$ cat src/rtl/dac_serial_tx_if.sv
// dac_serial_tx_if: sample inputs and serial DAC outputs of dac_serial_tx.
interface dac_serial_tx_if #(parameter int DATA_W = 16);
  logic signed [DATA_W-1:0] leftIn;
  logic signed [DATA_W-1:0] rightIn;
  logic DL;
  logic DR;
  logic LL;
  logic LR;
  modport master (output leftIn, rightIn, input DL, DR, LL, LR);
  modport slave (input leftIn, rightIn, output DL, DR, LL, LR);
endinterface

$ cat src/rtl/dac_serial_tx.sv
// dac_serial_tx: stereo serial DAC output stage, one MSB-first word per FRAME_LEN-cycle frame.
// Define DAC_OFFSET_BINARY_EN to send offset-binary (MSB inverted) instead of two's complement.
module dac_serial_tx #(
  parameter int DATA_W = 16,
  parameter int FRAME_LEN = 256
) (
  input logic clk_12,
  input logic reset_n,
  dac_serial_tx_if.slave bus
);
  localparam int CW = $clog2(FRAME_LEN);
  localparam logic [DATA_W-1:0] MSB_M = {1'b1, {(DATA_W-1){1'b0}}};
  logic [CW-1:0] cnt_q, cnt_d;
  logic [DATA_W-1:0] shl_q, shl_d, shr_q, shr_d, smp_l, smp_r;
  logic dl_q, dl_d, dr_q, dr_d, stb_q, stb_d, cap;
`ifdef DAC_OFFSET_BINARY_EN
  assign smp_l = bus.leftIn ^ MSB_M;
  assign smp_r = bus.rightIn ^ MSB_M;
`else
  assign smp_l = bus.leftIn;
  assign smp_r = bus.rightIn;
`endif
  // outputs are computed from the next count so they are registered yet aligned to cnt
  always_comb begin
    cnt_d = (cnt_q == CW'(FRAME_LEN - 1)) ? '0 : cnt_q + 1'b1;
    cap = (cnt_q == '0);
    stb_d = (cnt_d != '0) && (cnt_d <= CW'(DATA_W));
    shl_d = cap ? smp_l << 1 : shl_q << 1;
    shr_d = cap ? smp_r << 1 : shr_q << 1;
    dl_d = stb_d & (cap ? smp_l[DATA_W-1] : shl_q[DATA_W-1]);
    dr_d = stb_d & (cap ? smp_r[DATA_W-1] : shr_q[DATA_W-1]);
  end
  always_ff @(posedge clk_12 or negedge reset_n) begin
    if (!reset_n) begin
      cnt_q <= '0;
      shl_q <= '0;
      shr_q <= '0;
      dl_q <= 1'b0;
      dr_q <= 1'b0;
      stb_q <= 1'b0;
    end else begin
      cnt_q <= cnt_d;
      shl_q <= shl_d;
      shr_q <= shr_d;
      dl_q <= dl_d;
      dr_q <= dr_d;
      stb_q <= stb_d;
    end
  end
  assign bus.DL = dl_q;
  assign bus.DR = dr_q;
  assign bus.LL = stb_q;
  assign bus.LR = stb_q;
  MSB_M_unused_guard: assert property (@(posedge clk_12) MSB_M[DATA_W-1]);
endmodule

$ cat src/flat_wrapper.sv
// flat-port wrapper written by rule: the top's interface ports become plain ports
module dac_serial_tx_flat 
#(
  parameter int DATA_W = 16,
  parameter int FRAME_LEN = 256
)
  (clk_12, reset_n, bus_leftIn, bus_rightIn, bus_DL, bus_DR, bus_LL, bus_LR);
  dac_serial_tx_if #(.DATA_W(DATA_W)) bus_i ();
  input logic clk_12;
  input logic reset_n;
  input wire logic [$bits(bus_i.leftIn)-1:0] bus_leftIn;
  input wire logic [$bits(bus_i.rightIn)-1:0] bus_rightIn;
  output wire logic [$bits(bus_i.DL)-1:0] bus_DL;
  output wire logic [$bits(bus_i.DR)-1:0] bus_DR;
  output wire logic [$bits(bus_i.LL)-1:0] bus_LL;
  output wire logic [$bits(bus_i.LR)-1:0] bus_LR;
  assign bus_i.leftIn = bus_leftIn;
  assign bus_i.rightIn = bus_rightIn;
  assign bus_DL = bus_i.DL;
  assign bus_DR = bus_i.DR;
  assign bus_LL = bus_i.LL;
  assign bus_LR = bus_i.LR;
  dac_serial_tx #(.DATA_W(DATA_W), .FRAME_LEN(FRAME_LEN)) u_core (.clk_12(clk_12), .reset_n(reset_n), .bus(bus_i));
endmodule
$ cat config.mk
export PLATFORM = sky130hd
export DESIGN_NAME = dac_serial_tx_flat
export DESIGN_NICKNAME = d
export VERILOG_FILES = /design/src/rtl/dac_serial_tx_if.sv /design/src/rtl/dac_serial_tx.sv /design/src/flat_wrapper.sv
export SDC_FILE = /design/constraint.sdc
export NUM_CORES = 1
export LEC_CHECK = 0
export CORE_MARGIN = 4
export CORE_UTILIZATION = 53
export CTS_CLUSTER_DIAMETER = 30
export DETAILED_ROUTE_END_ITERATION = 10
export PLACE_DENSITY = 0.94
export SETUP_SLACK_MARGIN = 0.15
export SLEW_MARGIN = 15
export SYNTH_ARGS = -nofsm -noshare
export SYNTH_HDL_FRONTEND = slang
export SYNTH_SLANG_ARGS = --single-unit
export TNS_END_PERCENT = 100
$ cat constraint.sdc
create_clock -name clk_12 -period 4.3 [get_ports clk_12]
set_clock_uncertainty 0.1 [all_clocks]
set_input_delay 0.43 -clock clk_12 [delete_from_list [all_inputs] [get_ports clk_12]]
set_output_delay 0.43 -clock clk_12 [all_outputs]
set_load 0.01 [all_outputs]
==> impl_metrics.py, run 1 <==
metrics = {
    "critical_path": {
        "crit_path_cell_trace": "inv_1 > ha_1 > nor4b_2 > nand2_2 > mux2_2",
        "path_class": "flop to flop",
        "critPathLaunchType": "flop",
        "cp_slowest_cell": "nand2_2",
        "crit_required_ps": 4430,
        "r2r_slack_ps": 2160,
        "critPathMaxStageDelay_ps": 470,
        "worst-path-buf-inv": 1,
        "crit_arrival_ps": 2270,
        "crit_fanout": 30,
        "path_delay_family": "simple AND/OR/NAND/NOR gates",
        "end_kind": "flop",
    },
    "route": {
        "drt_pass1_iterations": 4,
        "wirelength_um": 3560,
        "vias": 1077,
        "drc_errors": 0,
        "final_antenna_net_count": 0,
        "via_per_inst": 5.23,
        "dr.first_iter.drc_count": 49,
        "wire_per_inst_um": 17.3,
    },
    "finish": {
        "fin_area_um2": 2180,
        "final_core_util": 0.704,
        "final_cells": 206,
        "nNetsFinal": 198,
        "diodes": 0,
        "drive_gt1_frac": 0.272,
        "area_delta_synth_final_pct": 25.2,
    },
    "synth": {
        "synthAdderAreaFrac": 0.0215,
        "ys_seq_area_frac": 0.588,
        "synth-seq-cells": 41,
        "synth_compound_area_frac": 0.0280,
        "synth_simple_gate_area_frac": 0.0890,
        "ys_types": 27,
        "synthMuxAreaShare": 0.213,
        "yosys_warnings": 0,
        "synth_top_family_by_area": "multiplexers",
        "netlist.top_cell.by_area": "dfrtp_1",
        "synth_top_area_share": 0.588,
        "synth_nets": 162,
        "yosys.area_share.xor_xnor": 0.0251,
        "syn_area_per_cell_um2": 14.0,
        "postSynthCellCount": 125,
        "synth_area_leaders": "dfrtp_1, mux2_2, ha_1",
        "netlist_area_um2": 1740,
    },
    "sta": {
        "slew_headroom": 0.424,
        "layout_min_cycle_time_ps": 2140,
        "tightest_slew_ps": 864,
        "finalHoldViolations": 0,
        "maxSlewViolCount": 0,
        "setup_tns_ps": 0,
        "setup_viol": 0,
        "fmax_ghz": 0.468,
        "period_share": 0.497,
        "rsz0062_at_grt": "false",
    },
    "cts": {
        "cts_resized": 0,
        "clock_latency_ps": 360,
        "cts_tree": "done",
        "post_cts_buffers": 0,
        "cts_max_path_buffers": 2,
        "cts-root-buf": "clkbuf_4",
        "cts_buffers": 5,
        "hold_buffers": 0,
        "htreeDepth": 2,
        "cts.sinks": 41,
        "clk_pin_slew_worst_paths_ps": 120,
    },
    "global_routing": {
        "grt_max_degree": 42,
        "grt_usage": 0.190,
        "grt_pass1_vias": 1179,
        "grt-ovfl-total": 0,
        "grt_first_pass_wirelength_um": 5870,
        "antenna_found_initial": 0,
    },
    "floorplan": {
        "fp.dieH_um": 65.4,
        "core_um2": 3100,
        "num_rows": 20,
        "die_area_um2": 4270,
        "die_w_um": 65.4,
        "ios": 38,
        "initial_core_util": 0.562,
    },
    "place": {
        "port_buffers": 37,
        "gp_congestion": 0.820,
        "place_inst": 198,
        "post_dp_cell_area_um2": 2110,
        "hpwl_um": 2550,
    },
    "pwr": {
        "total_power_mw": 0.640,
        "leakage_nw": 1.08,
        "p_sw_mw": 0.134,
        "p_seq_frac": 0.602,
        "switching_share": 0.209,
        "pwr-share-comb": 0.059,
        "intPower_mw": 0.506,
        "vdd_drop_max_mv": 0.211,
        "p_clk_frac": 0.339,
        "p_per_area_nw_per_um2": 293,
    },
    "run": {
        "max_cap_violations": 0,
    },
    "outcome": {
        "status": "completed",
    },
    "worst_hold_path": {
        "hold_path.class": "input pin to async pin",
    },
}
==> registers in the layout, indices dropped and copies added, names as in the netlist <==
signal and count:
u_core.bus.DR 1, u_core.bus.DL 1, u_core.cnt_q 8, u_core.shl_q 15
u_core.bus.LL 1, u_core.shr_q 15
==> metal layers <==
| metal | GRT usage | vias up | share of wire |
|---|---|---|---|
| met5 | 0 | - | 0 |
| met3 | 0.0581 | 6 | 0.063 |
| met4 | 0.0544 | 0 | 0.010 |
| met1 | 0.209 | 526 | 0.40 |
| li1 | - | 509 | - |
| met2 | 0.349 | 36 | 0.53 |
==> Yosys cell counts (all sizes together) <==
master / n
a22oi: 1
and4: 2
inv: 2
nor3: 4
o31ai: 1
nand3: 5
buf: 8
o22ai: 1
dfrtp: 41
ha: 3
o21ai: 3
mux2i: 3
xor2: 2
nand3b: 1
and3: 3
xnor2: 3
a31oi: 2
nand2: 3
nor4b: 2
nor2b: 2
nor2: 3
mux2: 30
==> cells by family (layout without fill, tap and decap cells) <==
kind of cell | Yosys count | after routing
XOR/XNOR | 5 | 5
adder cells (fa/ha/maj) | 3 | 3
buffers and inverters | 10 | 47
AO/OA/AOI/OAI | 8 | 8
multiplexers | 33 | 33
flip-flops | 41 | 41
AND/OR/NAND/NOR | 25 | 25
==> layout by cell type, fill, tap and decap left out, types with 2 or more instances in the layout <==
cell type / Yosys / layout
mux2i_1: 3 / 3
nor2b_1: 2 / 2
clkbuf_8: 0 / 2
nor2_1: 2 / 2
clkbuf_4: 0 / 5
nand3_1: 5 / 5
ha_1: 3 / 3
xor2_1: 2 / 2
inv_1: 2 / 2
xnor2_1: 3 / 3
nand2_1: 3 / 2
dfrtp_1: 41 / 41
clkdlybuf4s50_1: 0 / 36
nor3_1: 4 / 4
o21ai_0: 3 / 3
and3_1: 3 / 3
and4_4: 2 / 2
mux2_2: 29 / 29
a31oi_1: 2 / 2
==> final timing paths <==
kind	start	to	depth (start not counted)
setup / recovery	u_core.cnt_q[0]	u_core.shr_q[10]	5
hold / removal	reset_n	u_core.shl_q[15]	1
setup reg to reg	u_core.cnt_q[0]	u_core.shr_q[10]	5
hold reg to reg	u_core.shr_q[3]	u_core.shr_q[4]	1
max in group asynchronous	reset_n	u_core.shl_q[4]	1
min in group clk_12	u_core.shr_q[3]	u_core.shr_q[4]	1
==> power groups by stage <==
stage	Clock (mW)	Sequential, mW	Combinational, mW
after global routing	0.240	0.386	0.0402
after global placement	0	0.393	0.0367
after detailed placement	0	0.393	0.0378
after CTS	0.221	0.385	0.0384
after floorplan	0	0.393	0.000351
final	0.217	0.385	0.0374
==> worst reg2reg max path: cells and delay by family (launching register included) <==
| family | cells | cell delay (ps) |
|---|---|---|
| and+or+nand+nor | 2 | 770 |
| DFF | 1 | 460 |
| adders and majority gates | 1 | 140 |
| buffers and inverters | 1 | 90 |
| muxes | 1 | 470 |
==> per-stage QoR <==
stage | worst slack [ps] | hold slack [ps]
finish | 2160 | 73.8
global route | 2020 | 126
CTS | 1780 | 101
detailed placement | 1800 | 368
global placement | 1940 | 355
floorplan | 2420 | 34.4
==> area by class of cell <==
class	instances	area [µm²]
Clock buffer	7	65.1
Inverter	2	7.51
Fill cell	238	920
Clock inverter	1	5.00
Timing Repair Buffer	37	365
Tap cell	44	55.1
Multi-Input combinational cell	74	659
Sequential cell	41	1030
Note: power is estimated with default switching activity, not from simulation.
==> run 2, diff against run 1 <==
--- a/config.mk
+++ b/config.mk
@@ -6,10 +6,10 @@
 export NUM_CORES = 1
 export LEC_CHECK = 0
 export CORE_MARGIN = 4
-export CORE_UTILIZATION = 53
+export CORE_UTILIZATION = 49
 export CTS_CLUSTER_DIAMETER = 30
 export DETAILED_ROUTE_END_ITERATION = 10
-export PLACE_DENSITY = 0.94
+export PLACE_DENSITY = 0.89
 export SETUP_SLACK_MARGIN = 0.15
 export SLEW_MARGIN = 15
 export SYNTH_ARGS = -nofsm -noshare
==> constraint.sdc (replaced) <==
create_clock -name clk_12 -period 2.1 [get_ports clk_12]
set_clock_uncertainty 0.1 [all_clocks]
set_input_delay 0.21 -clock clk_12 [delete_from_list [all_inputs] [get_ports clk_12]]
set_output_delay 0.21 -clock clk_12 [all_outputs]
set_load 0.01 [all_outputs]
==> impl_metrics.py, run 2 (synthesis gave the netlist of run 1 again) <==
metrics = {
    "global_routing": {
        "grt_max_degree": 42,
        "grt_pass1_vias": 1066,
        "grt_busiest_layer": "met2",
        "grtUsageMet3": 0.0449,
        "antenna_found_initial": 0,
        "grt_use_met1": 0.181,
        "grt-ovfl-total": 0,
        "grt_usage": 0.156,
        "gr-usage-met2": 0.266,
        "grt_first_pass_wirelength_um": 5000,
    },
    "cts": {
        "cts.sinks": 41,
        "cts_buffers": 5,
        "clk_pin_slew_worst_paths_ps": 110,
        "htreeDepth": 2,
        "cts_max_path_buffers": 2,
        "cts-root-buf": "clkbuf_4",
        "cts_tree": "done",
        "clock_latency_ps": 350,
    },
    "critical_path": {
        "r2r-end": "u_core.bus.DR",
        "critPathLaunchType": "flop",
        "path_class": "flop to flop",
        "crit_arrival_ps": 2070,
        "cp_common_cell": "and4_4",
        "crit_required_ps": 2280,
        "reg2reg_from": "u_core.cnt_q[0]",
        "r2r_cells": 6,
        "critPathMaxStageDelay_ps": 450,
        "end_kind": "flop",
        "crit_fanout": 6,
        "r2r_slack_ps": 210,
        "crit_path_cell_trace": "ha_2 > and4_4 > and4_4 > nor2_4 > mux2_4 > nor3_2",
        "cp_slowest_cell": "dfrtp_1",
    },
    "route": {
        "drc_errors": 0,
        "drt_pass1_iterations": 4,
        "wire_per_inst_um": 15.4,
        "vias": 1081,
        "final_antenna_net_count": 0,
        "via_per_inst": 5.10,
        "dr.first_iter.drc_count": 42,
        "wirelength_um": 3260,
    },
    "floorplan": {
        "num_rows": 21,
        "die_area_um2": 4580,
        "initial_core_util": 0.515,
        "die_w_um": 67.7,
        "fp.dieH_um": 67.7,
        "ios": 38,
        "core_um2": 3390,
    },
    "place": {
        "port_buffers": 37,
        "place_ws_ps": 182,
        "hpwl_um": 2320,
        "gp_congestion": 0.762,
    },
    "finish": {
        "drive_gt1_frac": 0.313,
        "layout_common_cells": "dfrtp_1, clkdlybuf4s50_1, mux2_2, nand3_1, clkbuf_4",
        "final_common_cell": "dfrtp_1",
        "largest_registers": "u_core.shl_q: 15 flops, u_core.shr_q: 15 flops, u_core.cnt_q: 8 flops",
        "area_delta_synth_final_pct": 28.5,
        "diodes": 0,
        "nNetsFinal": 202,
    },
    "sta": {
        "rsz0062_at_grt": "true",
        "layout_min_cycle_time_ps": 1890,
        "setup_viol": 0,
        "period_share": 0.900,
        "setup_tns_ps": 0,
        "tightest_slew_ps": 862,
        "fin_ws_ps": 210,
        "maxSlewViolCount": 0,
        "fmax_ghz": 0.529,
        "slew_headroom": 0.425,
        "finalHoldViolations": 0,
    },
    "worst_hold_path": {
        "hold_path.class": "input pin to flop",
        "whs_endpoint": "u_core.shr_q[1]",
        "whs_path_depth": 2,
        "hp-start": "bus_rightIn[0]",
    },
    "outcome": {
        "status": "completed",
    },
    "pwr": {
        "vdd_drop_max_mv": 0.443,
        "p_per_area_nw_per_um2": 569,
        "leakage_nw": 1.09,
    },
    "run": {
        "max_cap_violations": 0,
    },
}
-- run 2: changes by cell type in the layout (fill, tap and decap cells not counted), sizes merged --
| cell | before | now |
|---|---|---|
| clkbuf | 7 | 6 |
| buf | 1 | 4 |
| dlygate4sd3 | 0 | 1 |
| clkinv | 1 | 2 |
-- run 2: how the worst max path moves through the flow --
stage	start	end	cells after the start
final	u_core.cnt_q[0]	u_core.bus.DR	6
after global placement	u_core.cnt_q[0]	u_core.bus.DR	6
after detailed placement	u_core.cnt_q[0]	u_core.bus.DR	6
after CTS	u_core.cnt_q[0]	u_core.bus.DR	6
after floorplan	u_core.cnt_q[0]	u_core.bus.DL	7
after global routing	u_core.cnt_q[0]	u_core.bus.DR	6
-- run 2: per-stage QoR --
| stage | power (mW) | instance area [µm²] | instances | hold WS, ps | util |
|---|---|---|---|---|---|
| floorplan | 0.805 | 1740 | 125 | -186 | - |
| global placement | 0.880 | 2140 | 203 | 258 | 0.630 |
| detailed placement | 0.880 | 2140 | 203 | 268 | 0.630 |
| CTS | 1.29 | 2210 | 212 | 315 | 0.652 |
| global route | 1.35 | 2240 | 212 | 308 | 0.661 |
| finish | 1.28 | 2240 | 212 | 316 | 0.661 |
-- run 2: power breakdown --
part / internal, mW / total, mW / switching, mW
clock network: 0.163 / 0.411 / 0.248
registers: 0.789 / 0.789 / 0
logic: 0.0537 / 0.0757 / 0.0220
-- run 2: cell type report --
cell class              count  area [µm²]
repair buffers             41         398
multi-input cells          74         683
fillers                   245        1150
clock buffers               6        51.3
clock inverters             2        13.8
flip-flops and latches     41        1030
well taps                  46        57.6
inverters                   2        7.51
-- run 2: critical path: cells and delay by family, from the launching register on --
family | cells | cell delay [ps]
AND/OR/NAND/NOR | 4 | 740
adder cells (fa/ha/maj) | 1 | 210
flip-flops | 1 | 450
multiplexers | 1 | 320
-- run 2: repair_timing --
action / in CTS / in global routing
buffers inserted: 0 / 0
hold endpoints to repair: 41 / 0
gates resized for setup: 0 / 9
hold buffers: 1 / 0
endpoints found under the setup margin: 0 / 24
-- run 2: per-layer routing --
metal	routed length [µm]	vias up
met5	0	-
met4	66	0
met3	227	9
met2	1680	32
met1	1290	524
li1	-	516
